[config.mk]
export PLATFORM = sky130hd
export DESIGN_NAME = cp_timing_sync
export DESIGN_NICKNAME = d
export VERILOG_FILES = /design/src/rtl/cp_sync_pkg.sv /design/src/rtl/cp_cmul.sv /design/src/rtl/cp_timing_sync.sv
export SDC_FILE = /design/constraint.sdc
export NUM_CORES = 2
export LEC_CHECK = 0
export BUFFER_PORTS_ARGS = -buffer_cell sky130_fd_sc_hd__buf_2
export CAP_MARGIN = 0
export CORE_UTILIZATION = 40
export DETAILED_ROUTE_END_ITERATION = 10
export PLACE_DENSITY_LB_ADDON = 0.25
export RECOVER_POWER = 100
export SLEW_MARGIN = 10
export SYNTH_ARGS = -nofsm -noshare
export SYNTH_HDL_FRONTEND = slang
export SYNTH_SLANG_ARGS = --single-unit
[constraint.sdc]
create_clock -name clk -period 22.5 [get_ports clk]
set_input_delay 2.25 -clock clk [delete_from_list [all_inputs] [get_ports clk]]
set_output_delay 2.25 -clock clk [all_outputs]
set_load 0.02 [all_outputs]
[src/rtl/cp_sync_pkg.sv]
// cp_sync_pkg: shared widths, default geometry and FSM state type for the
// cyclic-prefix timing synchroniser.
package cp_sync_pkg;

    localparam int ADDR_W         = 12;
    localparam int SMP_W          = 9;
    localparam int PROD_W         = 2 * SMP_W + 1;
    localparam int DEF_NFFT       = 64;
    localparam int DEF_NCP        = 16;
    localparam int DEF_SEARCH_LEN = 80;

    typedef enum logic [1:0] {
        IDLE,
        FILL,
        SEARCH,
        DONE
    } state_t;

endpackage

[src/rtl/cp_cmul.sv]
// cp_cmul: registered conjugate multiply p = a * conj(b), one-cycle latency.
module cp_cmul
    import cp_sync_pkg::*;
(
    input  logic                     clk,
    input  logic signed [SMP_W-1:0]  a_re,
    input  logic signed [SMP_W-1:0]  a_im,
    input  logic signed [SMP_W-1:0]  b_re,
    input  logic signed [SMP_W-1:0]  b_im,
    output logic signed [PROD_W-1:0] p_re_p1,
    output logic signed [PROD_W-1:0] p_im_p1
);

    logic signed [PROD_W-1:0] ar_p0, ai_p0, br_p0, bi_p0;
    logic signed [PROD_W-1:0] re_p0, im_p0;

    // Widen operands first so the full 9x9 product and the pair sum are kept.
    always_comb begin
        ar_p0 = PROD_W'(a_re);
        ai_p0 = PROD_W'(a_im);
        br_p0 = PROD_W'(b_re);
        bi_p0 = PROD_W'(b_im);
        re_p0 = ar_p0 * br_p0 + ai_p0 * bi_p0;
        im_p0 = ai_p0 * br_p0 - ar_p0 * bi_p0;
    end

    // ---- p0 -> p1: product register ----
    always_ff @(posedge clk) begin
        p_re_p1 <= re_p0;
        p_im_p1 <= im_p0;
    end

endmodule

[src/rtl/cp_timing_sync.sv]
// cp_timing_sync: searches SEARCH_LEN candidate symbol starts for the peak of
// |sum x[d+n]*conj(x[d+n+NFFT])| over an NCP-sample window.
// Optional feature: define CP_SYNC_DETECT_EN to add det_thresh / detected.
module cp_timing_sync
    import cp_sync_pkg::*;
#(
    parameter  int NFFT       = DEF_NFFT,
    parameter  int NCP        = DEF_NCP,
    parameter  int SEARCH_LEN = DEF_SEARCH_LEN,
    localparam int ACC_W      = PROD_W + $clog2(NCP)
) (
    input  logic                    clk,
    input  logic                    rst,
    input  logic                    start,
    input  logic [ADDR_W-1:0]       base_addr,
    output logic                    mem_mode,
    output logic [ADDR_W-1:0]       mem_addr,
    output logic [ADDR_W-1:0]       mem_offset,
    input  logic signed [SMP_W-1:0] mem_re1,
    input  logic signed [SMP_W-1:0] mem_im1,
    input  logic signed [SMP_W-1:0] mem_re2,
    input  logic signed [SMP_W-1:0] mem_im2,
    output logic                    busy,
    output logic                    done,
    output logic [ADDR_W-1:0]       est_addr,
    output logic [ACC_W:0]          peak_metric
`ifdef CP_SYNC_DETECT_EN
    ,
    input  logic [ACC_W:0]          det_thresh,
    output logic                    detected
`endif
);

    // cnt = cycles since start was accepted. Sample k returns at cnt=k+1, its
    // product is registered at cnt=k+2 and enters the sums at that edge.
    localparam int CNT_W      = $clog2(SEARCH_LEN + NCP + 3) + 1;
    localparam int FILL_END   = NCP + 1;
    localparam int SUM_FIRST  = 2;
    localparam int SUM_LAST   = SEARCH_LEN + NCP;
    localparam int LAST_ISSUE = SEARCH_LEN + NCP - 2;
    localparam int LAST_CMP   = SEARCH_LEN + NCP + 1;
    localparam int DONE_AT    = SEARCH_LEN + NCP + 2;

    state_t                   state, state_nxt;
    logic [CNT_W-1:0]         cnt;
    logic                     accept, sum_en, cmp_en;
    logic signed [PROD_W-1:0] prod_re_p1, prod_im_p1;
    logic signed [PROD_W-1:0] dl_re_p2 [NCP];
    logic signed [PROD_W-1:0] dl_im_p2 [NCP];
    logic signed [ACC_W-1:0]  sum_re_p2, sum_im_p2;
    logic [ACC_W:0]           metric_p2, peak_q;
    logic [ADDR_W-1:0]        cand_addr, peak_addr;

    function automatic logic signed [ACC_W-1:0] sext(input logic signed [PROD_W-1:0] v);
        return ACC_W'(v);
    endfunction

    function automatic logic [ACC_W:0] mag(input logic signed [ACC_W-1:0] v);
        logic signed [ACC_W:0] w;
        w = {v[ACC_W-1], v};
        if (w < 0) w = -w;
        return w;
    endfunction

    cp_cmul u_cmul (
        .clk     (clk),
        .a_re    (mem_re1),
        .a_im    (mem_im1),
        .b_re    (mem_re2),
        .b_im    (mem_im2),
        .p_re_p1 (prod_re_p1),
        .p_im_p1 (prod_im_p1)
    );

    // State register.
    always_ff @(posedge clk) begin
        if (rst) state <= IDLE;
        else     state <= state_nxt;
    end

    // Next-state logic; start is only looked at in IDLE.
    always_comb begin
        state_nxt = state;
        case (state)
            IDLE:    if (start) state_nxt = FILL;
            FILL:    if (cnt == CNT_W'(FILL_END)) state_nxt = SEARCH;
            SEARCH:  if (cnt == CNT_W'(DONE_AT)) state_nxt = DONE;
            DONE:    state_nxt = IDLE;
            default: state_nxt = IDLE;
        endcase
    end

    // Outputs and enables decoded from state and cycle count.
    always_comb begin
        busy       = (state == FILL) || (state == SEARCH);
        done       = (state == DONE);
        mem_mode   = 1'b1;
        mem_offset = ADDR_W'(NFFT);
        accept     = (state == IDLE) && start;
        sum_en     = busy && (cnt >= CNT_W'(SUM_FIRST)) && (cnt <= CNT_W'(SUM_LAST));
        cmp_en     = (state == SEARCH) && (cnt <= CNT_W'(LAST_CMP));
        metric_p2  = mag(sum_re_p2) + mag(sum_im_p2);
    end

    // Cycle counter and read-address generator (address wraps at 4096).
    always_ff @(posedge clk) begin
        if (rst) begin
            cnt      <= '0;
            mem_addr <= '0;
        end else if (accept) begin
            cnt      <= '0;
            mem_addr <= base_addr;
        end else if (busy) begin
            cnt <= cnt + 1'b1;
            if (cnt < CNT_W'(LAST_ISSUE)) mem_addr <= mem_addr + 1'b1;
        end
    end

    // ---- p1 -> p2: delay line and running window sums ----
    always_ff @(posedge clk) begin
        if (rst || accept) begin
            for (int i = 0; i < NCP; i++) begin
                dl_re_p2[i] <= '0;
                dl_im_p2[i] <= '0;
            end
            sum_re_p2 <= '0;
            sum_im_p2 <= '0;
        end else if (sum_en) begin
            dl_re_p2[0] <= prod_re_p1;
            dl_im_p2[0] <= prod_im_p1;
            for (int i = 1; i < NCP; i++) begin
                dl_re_p2[i] <= dl_re_p2[i-1];
                dl_im_p2[i] <= dl_im_p2[i-1];
            end
            sum_re_p2 <= sum_re_p2 + sext(prod_re_p1) - sext(dl_re_p2[NCP-1]);
            sum_im_p2 <= sum_im_p2 + sext(prod_im_p1) - sext(dl_im_p2[NCP-1]);
        end
    end

    // Running peak; strict compare so ties keep the earliest candidate.
    always_ff @(posedge clk) begin
        if (rst) begin
            peak_q    <= '0;
            peak_addr <= '0;
            cand_addr <= '0;
        end else if (accept) begin
            peak_q    <= '0;
            peak_addr <= base_addr;
            cand_addr <= base_addr;
        end else if (cmp_en) begin
            if (metric_p2 > peak_q) begin
                peak_q    <= metric_p2;
                peak_addr <= cand_addr;
            end
            cand_addr <= cand_addr + 1'b1;
        end
    end

    // Publish results on entry to DONE and hold them until the next search ends.
    always_ff @(posedge clk) begin
        if (rst) begin
            est_addr    <= '0;
            peak_metric <= '0;
`ifdef CP_SYNC_DETECT_EN
            detected    <= 1'b0;
`endif
        end else if ((state == SEARCH) && (cnt == CNT_W'(DONE_AT))) begin
            est_addr    <= peak_addr;
            peak_metric <= peak_q;
`ifdef CP_SYNC_DETECT_EN
            detected    <= (peak_q > det_thresh);
`endif
        end
    end

endmodule
==> impl_results.md <==
- Area grow syn2layout: 9.26%
- Reg2Reg Capture Point: sum_re_p2[21]
- Unrepaired setup endpoints after global routing: no
- Synth cell types: 73
- Vias in the first global route: 31,112
- Root Buffer Master: clkbuf_16
- Final critical-path required period: approximately 14,000 ps
- Pwr Density: 162 mW/mm²
- Site row count: 127
- Psw: 3.63 mW
- Final period util: 62.2%
- Clock Skews: 35.7 ps
- Number of I/O pins: 114
- Violated checks: max-capacitance violations, max-slew violations
- Mapped Cells: 4,520
- Post-synth top flop: edfxtp_1
- Reg2reg setup slack: 10,390 ps
- Critical Path End Type: flop
- Post-CTS Repair Setup Buffers: 0
- Area contributors post-synth: edfxtp_1 37%, fa_1 13%, dfxtp_1 7.8%, ha_1 7.5%, and2_1 4.7%
- CTS tree: yes
- Required @ worst endpoint: between 20,000 and 25,000 ps
- Pin count of the biggest net entering global routing: 175
- Remaining Overflow, GRT: 0
- GRT Util Overall: 16.8%
- Lkg Pwr: 23.7 nW
- Clock Sinks: between 700 and 800
- Slew Viols, Final: approximately 1,100
- Slew headroom: -519%
- Die Ht: 351 µm
- Min-delay src: peak_addr[2]
- Final ANT Viol Nets: 0
- H-tree Lvls: 3
- First-pass GRT wire length: 167 mm
- Number of vias per cell: 4.99
- Critical path startpoint category: input pin
- Worst r2r path cells: 9
- # fillers: 11,544
- Die area: roughly 0.12 mm²
- CP max stage delay: 6550 ps
- Maxcap violations: 14
- FFs w/ async S/R, synth: 0%
- Worst-Skew Late Latency: 650 ps
- Initial antenna violation count: 3
- Critical path arrival: 14,360 ps
- Avg Inst Size Synth: around 11 µm²
- Part of the power in the clock network: 16.1%
- WS Path Type: input pin to flop
- Number of synthesized flops with an enable pin: 608
- Post-synthesis sequential area ratio: 45.2%
- Finished Layout Cells: between 6,000 and 7,000
- Placer Congestion: around 0.84
- Comb pwr share: 58.5%
- Final Hold Violating Endpoints: 0
- Final instance area: between 0.05 and 0.06 mm²
- Core area: 0.120 mm²
- Initial Util: 40.5%
- Clock buffer depth: 3
- CTS Buf Count: 88
- Critical Path Fanout Max: between 150 and 200
- Internal power: 5.00 mW
- Fmax: 0.0714 GHz
- Most common cell in the netlist: edfxtp_1
- Crit path top cell by count: clkbuf_1
- DR DRC count: 0
- Reg2reg start: state[1]
- Detailed Place HPWL: 70.1 mm
- Share of power burned in registers: between 20% and 30%
- Drt pass-1 iters: 5
- Worst-path cell chain: buf_2 -> clkbuf_1 -> a21oi_1 -> nand2_1 -> clkbuf_1 -> buf_4 -> o22ai_1
- Initial DRC Count: between 2,000 and 2,500
- Commonest cells in the netlist: 608 x edfxtp_1, 584 x inv_1, 402 x nand2_1
- Port buffer count: 100
- Measured slew at the worst slew-check pin: 9290 ps
- Final wirelength: 101 mm
- Fin Hold WS: 451 ps
- Status: complete, but fails checks
- Routed len/inst: 16.4 µm
- Slowest-stage cell, CP: clkbuf_1
- WHS Endpoint: est_addr[2]
- Routed via count: 30,989
- Cts repair resizes: 0
- Min-Delay Path Class: flop to flop
- WHS Path Cells: 2
- Warnings from Yosys: 0
- Layout Nets: 5,194
- Area after DPL: 0.0506 mm²
- Dominant cell type by area after synthesis: edfxtp_1
- Hold_buf cts: 0
- Final setup viols: 0
- Dpl cells: just over 6,000
- Clk slew on worst S/H paths: approximately 60 ps
- Layout cells sized above 1: 4.22%
- Flops & latches, synth: between 700 and 800
- Max VDD drop: 0.000215 V
- Die W: 351 µm
- Fraction of power spent switching nets: 42.0%
- Share of the synthesized area in the top cell type: between 30% and 40%
- Sum of negative setup slack: 0 ps
- Synthesized cell area: between 0.04 and 0.05 mm²
-- worst max-delay path by stage --
stage	startpoint	endpoint	slack, ps	cells past startpoint
after floorplan	start	dl_im_p2[0][0]	5520	3
after global placement	mem_im1[3]	u_cmul.p_im_p1[18]	14060	27
after detailed placement	mem_im1[3]	u_cmul.p_im_p1[18]	14000	27
after CTS	mem_im1[5]	u_cmul.p_im_p1[18]	14650	25
after global routing	rst	sum_re_p2[20]	7190	7
final	rst	sum_re_p2[21]	8490	7
-- cell usage in the layout, fill, tap and decap left out, types with 79 or more instances in the layout --
cell type / n
xnor2_1: 174
nor2_1: 203
fa_1: 327
ha_1: 294
a21oi_1: 213
and2_0: 144
and2_1: 226
edfxtp_1: 608
nand2_1: 401
clkbuf_1: 81
and3_1: 350
dfxtp_1: 190
clkbuf_16: 89
o21ai_0: 79
inv_1: 584
-- kinds of logic after synthesis --
logic type,count (synthesis),share of synthesized area [%]
adder cells (fa/ha/maj),621,21.0
other,2,0.0154
multiplexers,18,0.370
XOR/XNOR,214,3.84
AND/OR/NAND/NOR,1532,16.4
flip-flops,798,45.2
buffers and inverters,807,6.35
AO/OA/AOI/OAI,528,6.78
-- per-stage QoR --
stage          util, %  power [mW]  worst slack (ps)
6_report          44.2        8.63              8490
5_1_grt           44.2        9.47              7190
4_1_cts           44.4        8.74             14650
3_5_place_dp      42.0        7.29             14000
3_3_place_gp      42.0        7.24             14060
2_1_floorplan        -        6.29              5520
-- power groups by stage --
stage	clock [mW]	combinational (mW)	sequential [mW]
finish	1.39	5.05	2.19
global route	1.49	5.75	2.23
CTS	1.43	5.14	2.17
detailed placement	0	5.10	2.19
global placement	0	5.05	2.19
floorplan	0	3.96	2.33
-- routing by layer --
layer  part of all wire (%)  vias up  GRT usage (%)
met5                  0.013        -              0
met4                    1.9        2           4.38
met3                    3.2      124           1.78
met2                     48      455           28.2
met1                     47    15300           23.2
li1                       -    15108              -
-- layout make-up --
cell class | instances | area, µm² | share of cell area, %
antenna | 1 | 2.50 | 0.00470
clock buffer | 114 | 2390 | 4.49
clock inverter | 47 | 405 | 0.761
inverter | 584 | 2190 | 4.11
multi-input combinational | 2926 | 23600 | 44.4
sequential | 798 | 22100 | 41.4
tap | 1612 | 2020 | 3.79
timing repair buffer | 124 | 572 | 1.07
-- flip-flops by register name, summed over array words and instances, names as in the netlist, 12 cells and up --
register / count
peak_q: 24
sum_im_p2: 23
dl_im_p2: 304
peak_metric: 24
mem_addr: 12
est_addr: 12
cand_addr: 12
u_cmul.p_im_p1: 19
sum_re_p2: 23
peak_addr: 12
dl_re_p2: 304
u_cmul.p_re_p1: 19
-- critical path, delay by kind of cell --
kind            cells  cell delay [ps]
simple gates        1             1580
buf+inv             4             9680
compound gates      2              580
No activity file was read; power rests on OpenSTA's default activity.
